--- src/rtl/spi_target.sv ---
// SPI mode-1 target with CPU register port, byte-wide RX/TX FIFOs and level interrupt.
// All SPI pins are asynchronous and sampled through 2-flop synchronizers into i_clk.
module spi_target #(
    parameter int FIFO_DEPTH = 4
) (
    input  logic       i_clk,
    input  logic       i_rst,
    input  logic       i_cs,
    input  logic       i_rwb,
    input  logic [1:0] i_addr,
    input  logic [7:0] i_data,
    output logic [7:0] o_data,
    input  logic       i_spi_cs,
    input  logic       i_spi_clk,
    input  logic       i_spi_mosi,
    output logic       o_spi_miso,
    output logic       o_irq
);

    localparam int AW = $clog2(FIFO_DEPTH);
    localparam logic [AW:0] FULL_CNT = (AW+1)'(FIFO_DEPTH);

    localparam logic [1:0] ST_IDLE  = 2'd0;
    localparam logic [1:0] ST_LOAD  = 2'd1;
    localparam logic [1:0] ST_SHIFT = 2'd2;

    // bit 0 = CS, bit 1 = SCLK, bit 2 = MOSI; idle bus is CS high, SCLK low
    localparam logic [2:0] SYNC_IDLE = 3'b001;

    logic [2:0]    meta_reg;
    logic [2:0]    sync_reg;
    logic [1:0]    prev_reg;
    logic [1:0]    settle_reg;
    logic          armed_reg;

    logic          cs_sync;
    logic          sclk_sync;
    logic          mosi_sync;
    logic          cs_fall;
    logic          sclk_rise;
    logic          sclk_fall;

    logic [7:0]    rx_mem [FIFO_DEPTH];
    logic [7:0]    tx_mem [FIFO_DEPTH];
    logic [AW-1:0] rx_wr_ptr_reg;
    logic [AW-1:0] rx_rd_ptr_reg;
    logic [AW:0]   rx_cnt_reg;
    logic [AW-1:0] tx_wr_ptr_reg;
    logic [AW-1:0] tx_rd_ptr_reg;
    logic [AW:0]   tx_cnt_reg;

    logic          rx_empty;
    logic          rx_full;
    logic          tx_empty;
    logic          tx_full;

    logic          enable_reg;
    logic          irq_en_reg;
    logic          overrun_reg;
    logic          underrun_reg;
    logic          irq_reg;

    logic [1:0]    state_reg;
    logic [2:0]    bit_cnt_reg;
    logic [7:0]    tx_shift_reg;
    logic [7:0]    rx_shift_reg;

    logic          wr_en;
    logic          ctrl_wr;
    logic          tx_push;
    logic          tx_pop;
    logic          rx_push_req;
    logic          rx_push;
    logic          rx_pop;
    logic [7:0]    rx_byte;
    logic          overrun_set;
    logic          underrun_set;
    logic [7:0]    status;

    always_ff @(posedge i_clk or negedge i_rst) begin
        if (!i_rst) begin
            meta_reg   <= SYNC_IDLE;
            sync_reg   <= SYNC_IDLE;
            prev_reg   <= SYNC_IDLE[1:0];
            settle_reg <= 2'd0;
            armed_reg  <= 1'b0;
        end else begin
            meta_reg <= {i_spi_mosi, i_spi_clk, i_spi_cs};
            sync_reg <= meta_reg;
            prev_reg <= sync_reg[1:0];
            if (settle_reg != 2'd2) begin
                settle_reg <= settle_reg + 2'd1;
            end
            // a transaction already running at reset release must see CS high before it counts
            if (settle_reg == 2'd2 && sync_reg[0]) begin
                armed_reg <= 1'b1;
            end
        end
    end

    assign cs_sync   = sync_reg[0];
    assign sclk_sync = sync_reg[1];
    assign mosi_sync = sync_reg[2];
    assign cs_fall   = armed_reg & prev_reg[0] & ~cs_sync;
    assign sclk_rise = ~prev_reg[1] & sclk_sync;
    assign sclk_fall = prev_reg[1] & ~sclk_sync;

    assign rx_empty = (rx_cnt_reg == '0);
    assign rx_full  = (rx_cnt_reg == FULL_CNT);
    assign tx_empty = (tx_cnt_reg == '0);
    assign tx_full  = (tx_cnt_reg == FULL_CNT);

    assign wr_en   = i_cs & ~i_rwb;
    assign ctrl_wr = wr_en & (i_addr == 2'd3);
    assign tx_push = wr_en & (i_addr == 2'd1) & ~tx_full;
    assign rx_pop  = i_cs & i_rwb & (i_addr == 2'd0) & ~rx_empty;

    assign tx_pop       = enable_reg & (state_reg == ST_LOAD) & ~tx_empty;
    assign underrun_set = enable_reg & (state_reg == ST_LOAD) & tx_empty;

    assign rx_byte     = {rx_shift_reg[6:0], mosi_sync};
    assign rx_push_req = enable_reg & (state_reg == ST_SHIFT) & ~cs_sync &
                         sclk_fall & (bit_cnt_reg == 3'd7);
    assign rx_push     = rx_push_req & ~rx_full;
    assign overrun_set = rx_push_req & rx_full;

    always_ff @(posedge i_clk) begin
        if (rx_push) begin
            rx_mem[rx_wr_ptr_reg] <= rx_byte;
        end
    end

    always_ff @(posedge i_clk) begin
        if (tx_push) begin
            tx_mem[tx_wr_ptr_reg] <= i_data;
        end
    end

    always_ff @(posedge i_clk or negedge i_rst) begin
        if (!i_rst) begin
            rx_wr_ptr_reg <= '0;
            rx_rd_ptr_reg <= '0;
            rx_cnt_reg    <= '0;
            tx_wr_ptr_reg <= '0;
            tx_rd_ptr_reg <= '0;
            tx_cnt_reg    <= '0;
        end else begin
            if (rx_push) begin
                rx_wr_ptr_reg <= rx_wr_ptr_reg + 1'b1;
            end
            if (rx_pop) begin
                rx_rd_ptr_reg <= rx_rd_ptr_reg + 1'b1;
            end
            rx_cnt_reg <= rx_cnt_reg + {{AW{1'b0}}, rx_push} - {{AW{1'b0}}, rx_pop};
            if (tx_push) begin
                tx_wr_ptr_reg <= tx_wr_ptr_reg + 1'b1;
            end
            if (tx_pop) begin
                tx_rd_ptr_reg <= tx_rd_ptr_reg + 1'b1;
            end
            tx_cnt_reg <= tx_cnt_reg + {{AW{1'b0}}, tx_push} - {{AW{1'b0}}, tx_pop};
        end
    end

    always_ff @(posedge i_clk or negedge i_rst) begin
        if (!i_rst) begin
            enable_reg   <= 1'b0;
            irq_en_reg   <= 1'b0;
            overrun_reg  <= 1'b0;
            underrun_reg <= 1'b0;
            irq_reg      <= 1'b0;
        end else begin
            if (ctrl_wr) begin
                enable_reg <= i_data[0];
                irq_en_reg <= i_data[1];
            end
            // a new event in the same cycle as the clear keeps the flag set
            overrun_reg  <= overrun_set  | (overrun_reg  & ~(ctrl_wr & i_data[7]));
            underrun_reg <= underrun_set | (underrun_reg & ~(ctrl_wr & i_data[6]));
            irq_reg      <= irq_en_reg & (~rx_empty | overrun_reg);
        end
    end

    always_ff @(posedge i_clk or negedge i_rst) begin
        if (!i_rst) begin
            state_reg    <= ST_IDLE;
            bit_cnt_reg  <= 3'd0;
            tx_shift_reg <= 8'hFF;
            rx_shift_reg <= 8'hFF;
        end else if (!enable_reg) begin
            state_reg   <= ST_IDLE;
            bit_cnt_reg <= 3'd0;
        end else begin
            case (state_reg)
                ST_IDLE: begin
                    if (cs_fall) begin
                        state_reg <= ST_LOAD;
                    end
                end
                ST_LOAD: begin
                    tx_shift_reg <= tx_empty ? 8'hFF : tx_mem[tx_rd_ptr_reg];
                    bit_cnt_reg  <= 3'd0;
                    state_reg    <= ST_SHIFT;
                end
                ST_SHIFT: begin
                    if (cs_sync) begin
                        state_reg   <= ST_IDLE;
                        bit_cnt_reg <= 3'd0;
                    end else begin
                        // MSB is already on MISO after LOAD, so the first rising edge keeps it
                        if (sclk_rise && bit_cnt_reg != 3'd0) begin
                            tx_shift_reg <= {tx_shift_reg[6:0], 1'b1};
                        end
                        if (sclk_fall) begin
                            rx_shift_reg <= rx_byte;
                            if (bit_cnt_reg == 3'd7) begin
                                bit_cnt_reg <= 3'd0;
                                state_reg   <= ST_LOAD;
                            end else begin
                                bit_cnt_reg <= bit_cnt_reg + 3'd1;
                            end
                        end
                    end
                end
                default: begin
                    state_reg   <= ST_IDLE;
                    bit_cnt_reg <= 3'd0;
                end
            endcase
        end
    end

    assign status = {1'b0, ~cs_sync & enable_reg, underrun_reg, overrun_reg,
                     tx_full, tx_empty, rx_full, ~rx_empty};

    always_comb begin
        o_data = 8'h00;
        case (i_addr)
            2'd0:    o_data = rx_empty ? 8'h00 : rx_mem[rx_rd_ptr_reg];
            2'd2:    o_data = status;
            2'd3:    o_data = {6'b0, irq_en_reg, enable_reg};
            default: o_data = 8'h00;
        endcase
    end

    assign o_spi_miso = (enable_reg && state_reg != ST_IDLE) ? tx_shift_reg[7] : 1'b1;
    assign o_irq      = irq_reg;

endmodule

--- config.mk ---
export PLATFORM = sky130hd
export DESIGN_NAME = spi_target
export DESIGN_NICKNAME = d
export VERILOG_FILES = /design/src/rtl/spi_target.sv
export SDC_FILE = /design/constraint.sdc
export NUM_CORES = 1
export LEC_CHECK = 0
export ABC_AREA = 1
export CAP_MARGIN = 25
export CORE_ASPECT_RATIO = 0.8
export CORE_UTILIZATION = 59
export CTS_CLUSTER_SIZE = 16
export DETAILED_ROUTE_END_ITERATION = 10
export MAX_ROUTING_LAYER = met4
export PLACE_DENSITY = 0.79
export REMOVE_ABC_BUFFERS = 1
export SYNTH_ARGS = -nofsm -noshare
export SYNTH_HDL_FRONTEND = slang
export SYNTH_SLANG_ARGS = --single-unit
export TNS_END_PERCENT = 30
--- constraint.sdc ---
create_clock -name i_clk -period 2.9 [get_ports i_clk]
set_input_delay 0.435 -clock i_clk [delete_from_list [all_inputs] [get_ports i_clk]]
set_output_delay 0.435 -clock i_clk [all_outputs]
set_load 0.005 [all_outputs]
* After elaboration in Yosys (flattened, before gate mapping)
Memory sizes are Yosys's and may differ from the RTL's.
Index checks and enable logic that the tools add are counted.
** Storage, ports and cells
- Flip-flop bits (word level) :: 50
- Memory bits (writable) :: 64
- Bits of input ports :: 17
- Output and inout bits :: 10
- Memories :: 2
** Operators by class
- Add/sub/neg operators :: 10
- Eq/ne operators :: 16
- Mux-type cells :: 22
- Bitwise gates (word level) :: 39
- Reduce and logical (&&, ||, !) cells :: 14
** Memories
- rx_mem :: depth 4, bits a word 8, read ports 1, clocked after memory_dff 0, wr ports 1, line 43 : logic [7:0] rx_mem [FIFO_DEPTH];
- tx_mem :: depth 4, bits a word 8, read ports 1, clocked after memory_dff 0, wr ports 1, line 44 : logic [7:0] tx_mem [FIFO_DEPTH];
** Operator list (number)
- 8-bit 2-to-1 mux :: 4
- 1-bit bitwise AND :: 26
- 8-bit case mux with 3 select lines :: 1
- 8-bit case mux with 2 select lines :: 1
- 3-bit 2-to-1 mux :: 4
- 2-bit by 1-bit adder with 2-bit output (second input constant) :: 5
- 2-bit 2-to-1 mux :: 5
- 1-bit NOT :: 10
- 3-bit equality test (second input constant) :: 3
- 2-bit equality test (second input constant) :: 4
- 4-bit AND reduction :: 2
- 3-bit by 1-bit adder with 3-bit output :: 2
- 3-bit logical NOT :: 2
- 2-bit inequality test (second input constant) :: 3
- 2-bit case mux with 3 select lines :: 1
- 3-bit case mux with 2 select lines :: 1
- 3-bit by 1-bit subtractor with 3-bit output :: 2
- 1-bit 2-to-1 mux :: 5
- 2-bit by 1-bit equality test with 1-bit output (second input constant) :: 2
- 2-bit logical NOT :: 2
- 4-bit by 3-bit inequality test with 1-bit output (second input constant) :: 1
- 4-bit inequality test (second input constant) :: 1
- 2-bit nonzero test :: 2
- 3-bit by 1-bit adder with 3-bit output (second input constant) :: 1
- other kinds (7) :: 11

* Depth between registers and ports, before layout
- Depth after elaboration :: 8
- Depth in mapped cells :: 10
- Depth with buffers taken out :: 10

* Worst setup path before layout
OpenSTA, ideal clock, no wires.
- Path type :: reg2reg
- Start :: register state_reg[0]
- End :: register rx_cnt_reg[2]
- Setup time :: 0.122 ns
- Arrival :: 1.930 ns
- Data required time :: 2.778 ns
- Path slack :: 0.848 ns
- Stages on the path, launching flop included :: 10
- Clock period less this slack :: 2.052 ns
- Cells stage by stage :: dfrtp_1 -> nor2_4 -> nand2_4 -> nor2_8 -> nand3_4 -> ha_1 -> inv_1 -> ha_1 -> fa_1 -> xnor2_1
** Between the ends
- Cells in the longest elaborated chain, start to end :: 8
** Ends and longest elaborated chain
- start, declared :: line 63 : logic [1:0] state_reg;
- start signal, assigned :: line 186 : state_reg <= ST_IDLE;
- start signal, assigned :: line 191 : state_reg <= ST_IDLE;
- start signal, assigned :: line 197 : state_reg <= ST_LOAD;
- 2-bit equality test :: line 122 : assign rx_push_req = enable_reg & (state_reg == ST_SHIFT) & ~cs_sync &
- 1-bit bitwise AND (3 in series) :: line 122
- 1-bit bitwise AND :: line 123 : sclk_fall & (bit_cnt_reg == 3'd7);
- 1-bit bitwise AND :: line 124 : assign rx_push = rx_push_req & ~rx_full;
- 3-bit by 1-bit adder with 3-bit output :: line 154 : rx_cnt_reg <= rx_cnt_reg + {{AW{1'b0}}, rx_push} - {{AW{1'b0}}, rx_pop};
- 3-bit by 1-bit subtractor with 3-bit output :: line 154
- end signal, assigned :: line 154
- end, declared :: line 47 : logic [AW:0] rx_cnt_reg;
No other way between the ends.
A chain may end at the register's enable or synchronous reset.

* Final worst setup path
- Start :: register rx_cnt_reg[1]
- End :: output port o_data[1]
** Between the ends
- Cells in the longest elaborated chain, start to end :: 3
** Ends and longest elaborated chain
- 3-bit logical NOT :: line 108 : assign rx_empty = (rx_cnt_reg == '0);
- 8-bit 2-to-1 mux :: line 239 : 2'd0: o_data = rx_empty ? 8'h00 : rx_mem[rx_rd_ptr_reg];
- 8-bit case mux with 3 select lines * :: line 238 : case (i_addr)
- end, declared :: line 12 : output logic [7:0] o_data,
Mark *: on every way between the ends. The rest lies on a longest branch, timed or not.

==> results by group <==
Worst setup path
  – Critical path class: reg2out
  – WP data arrival: 2.27 ns
  – WP data required: 2.47 ns
  – Max FO, Critical Path: 3
  – Worst Setup End Kind: output pin
  – Crit start category: flop

Clock network
  – H-tree depth: 4
  – Clock buffer depth: 2
  – TritonCTS Sinks: 114
  – TritonCTS Buffers: 17
  – Clk Latency, worst-skew pair: 0.52 ns
  – Root buf cell: clkbuf_8
  – Post-CTS Repair Setup Buffers: 0
  – TritonCTS clock tree: yes
  – Clock transition at path regs: 0.06 ns

Placement
  – Cells after DPL: about 630
  – Dpl ws: 0.297 ns
  – I/O Buffers: 26
  – Placed cell area: ~5500 sq um
  – Final HPWL DP: 6940 um
  – RD Place Congestion: 0.851

Synth
  – Mux contribution to synthesized area: 0.00223
  – FF+latch count, synth: 114
  – Post-synthesis compound-gate area fraction: 0.0325
  – Synth Area in Adders: 0.0476
  – Top cells by area, synth: edfxtp_1, dfrtp_1, nand2_1, dfstp_2, nand3_1
  – Area leader, netlist: edfxtp_1
  – Yosys warnings: 0
  – Syn Inst Count: 495
  – Yosys top cell area share: 0.381
  – Synth cell types: 30
  – Register area share after synthesis: 0.633
  – Syn avg cell area: 10.2 sq um
  – Post-synthesis simple-gate area fraction: 0.208
  – Post-Synthesis Cell Area: around 5000 sq um
  – Largest family of logic cells by synthesized area: simple AND/OR/NAND/NOR gates
  – XOR/XNOR share of the synthesized area: 0.0122

Run status
  – Status: finished clean

Floorplan
  – Die ar.: ~9000 sq um
  – Core ar.: 8090 sq um
  – Initial Utilization: 0.623
  – FP Rows: 29
  – Die W: between 100 and 150 um
  – Ports: 27
  – Die Ht: 84.7 um

Finish
  – FILL cells: 499
  – Final Cell Area: between 6000 and 7000 sq um
  – Layout Utilization: 0.753
  – Area occupied by registers: 3200 sq um
  – Area grow syn2layout: 20.8%
  – Final #Nets: a little under 600
  – Diode count: 0
  – Multi-input logic area: 1530 sq um
  – Share of cells above drive strength 1: 0.141
  – Fin cells: 667

Global route
  – Initial antenna violation count: 0
  – Number of global-route vias before repair: about 3,500
  – Overflow left after global routing: 0
  – Largest net degree at the start of global routing: 29
  – First-pass GRT wire length: between 15,000 and 20,000 um
  – Total track usage: 0.273

Drt
  – Drt total wl: 10,500 um
  – DRT iter0 DRCs: 270
  – ANT nets after route: 0
  – First-pass iteration count of the detailed router: 5
  – Routed vias: 3,567
  – Via-per-instance ratio: 5.35
  – Post-route DRC: 0
  – Avg WL per Cell: 15.7 um

Pwr
  – Max VDD drop: 0.463 mV
  – Leakage: 2.73 nW
  – Power per cell area: 934 nW/um^2
  – Final Total Pwr: around 5.7 mW

Timing
  – Pins Over Slew Limit: 0
  – Max-slew headroom: 0.524
  – Fin crit share: 0.933
  – Worst-Margin Slew: 0.714 ns
  – Fmax: 370 MHz
  – Setup violations, final: 0
  – Worst clock skew: 0.00764 ns
  – Hold Vio Cnt, Final: 0
  – Fin crit period: 2.70 ns
  – PnR worst setup slack: 0.195 ns
  – Hold Worst Slack: between 0.3 and 0.4 ns
  – Setup TNS: 0 ns
  – RSZ-0062 raised after global routing: no

Flow run
  – Max_cap viols: 0

Hold path
  – Worst min path class: in2reg
==> layout by cell type, fill, tap and decap left out <==
| cell type | n |
|---|---|
| a21o_1 | 1 |
| a21oi_1 | 6 |
| buf_2 | 1 |
| buf_4 | 13 |
| bufinv_16 | 4 |
| clkbuf_1 | 2 |
| clkbuf_16 | 16 |
| clkbuf_8 | 1 |
| clkdlybuf4s50_1 | 25 |
| clkinv_1 | 4 |
| clkinv_2 | 5 |
| clkinvlp_4 | 3 |
| dfrtp_1 | 32 |
| dfstp_2 | 18 |
| dlygate4sd3_1 | 1 |
| edfxtp_1 | 64 |
| fa_1 | 2 |
| ha_1 | 16 |
| inv_1 | 69 |
| inv_2 | 3 |
| mux2_2 | 1 |
| nand2_1 | 140 |
| nand2_4 | 1 |
| nand3_1 | 55 |
| nand3_4 | 1 |
| nand3b_1 | 1 |
| nor2_1 | 34 |
| nor2_2 | 1 |
| nor2_4 | 2 |
| nor2_8 | 1 |
| o211ai_1 | 1 |
| o21ai_0 | 19 |
| o21ai_2 | 2 |
| o22ai_1 | 1 |
| or2_2 | 6 |
| xnor2_1 | 3 |
| xor2_1 | 4 |
==> power by group <==
part | total [mW] | switching [mW] | internal, mW | leakage (nW)
clock | 2.07 | 0.692 | 1.38 | 0.284
sequential | 2.22 | 0.217 | 2.00 | 1.14
combinational | 1.41 | 0.884 | 0.521 | 1.31
==> area by class of cell <==
cell class                 count  share of cell area
inverter                      75              0.0470
timing repair buffer          40              0.0595
sequential                   114               0.524
tap                          108              0.0222
clock buffer                  19              0.0692
clock inverter                13              0.0273
multi-input combinational    298               0.251
==> Yosys cell counts (all sizes together) <==
library cell and count:
edfxtp 64, or2 6, nand3b 1, buf 7, o211ai 1, dfstp 18
a21o 1, nand3 56, a21oi 6, clkbuf 1, clkinv 2, fa 2
xnor2 3, xor2 4, nand2 141, inv 73, nor2 38, ha 16
o22ai 1, o21ai 21, mux2 1, dfrtp 32
==> routing by layer <==
| metal | track usage | vias to the layer above | routed length, um |
|---|---|---|---|
| met4 | 0.0948 | 0 | 95 |
| met5 | - | - | 0 |
| li1 | - | 1692 | - |
| met1 | 0.366 | 1707 | 4720 |
| met2 | 0.400 | 156 | 4900 |
| met3 | 0.0792 | 12 | 738 |
==> final timing paths <==
check | start | endpoint | slack, ns | cells past startpoint
worst max-delay path | rx_cnt_reg[1] | o_data[1] | 0.20 | 8
worst min-delay path | i_spi_cs | meta_reg[0] | 0.33 | 1
worst max register to register | enable_reg | rx_cnt_reg[2] | 0.68 | 10
worst min register to register | meta_reg[1] | sync_reg[1] | 0.35 | 0
max in group asynchronous | i_rst | tx_shift_reg[6] | 1.66 | 3
min in group asynchronous | i_rst | settle_reg[0] | 0.46 | 2
==> critical path: stages, from the launching register on <==
cell             delay [ns]
dfrtp_1                0.38
inv_1                  0.12
nand2_1                0.08
nor2_1                 0.26
inv_1                  0.15
nor2_1                 0.13
a21oi_1                0.05
nand2_1                0.07
clkdlybuf4s50_1        0.50
==> repair_timing <==
action / CTS / global route
resized for setup: 0 / 1
hold buffers: 1 / 0
endpoints found under the hold margin: 17 / 0
setup endpoints to repair: 0 / 2
==> logic make-up (layout without fill, tap and decap cells) <==
family          Yosys count  in the layout
fa+ha+maj                18             18
simple gates            242            242
flops                   114            114
mux                       1              1
buf+inv                  83            147
xor+xnor                  7              7
compound gates           30             30
(Power assumes the default switching activity.)
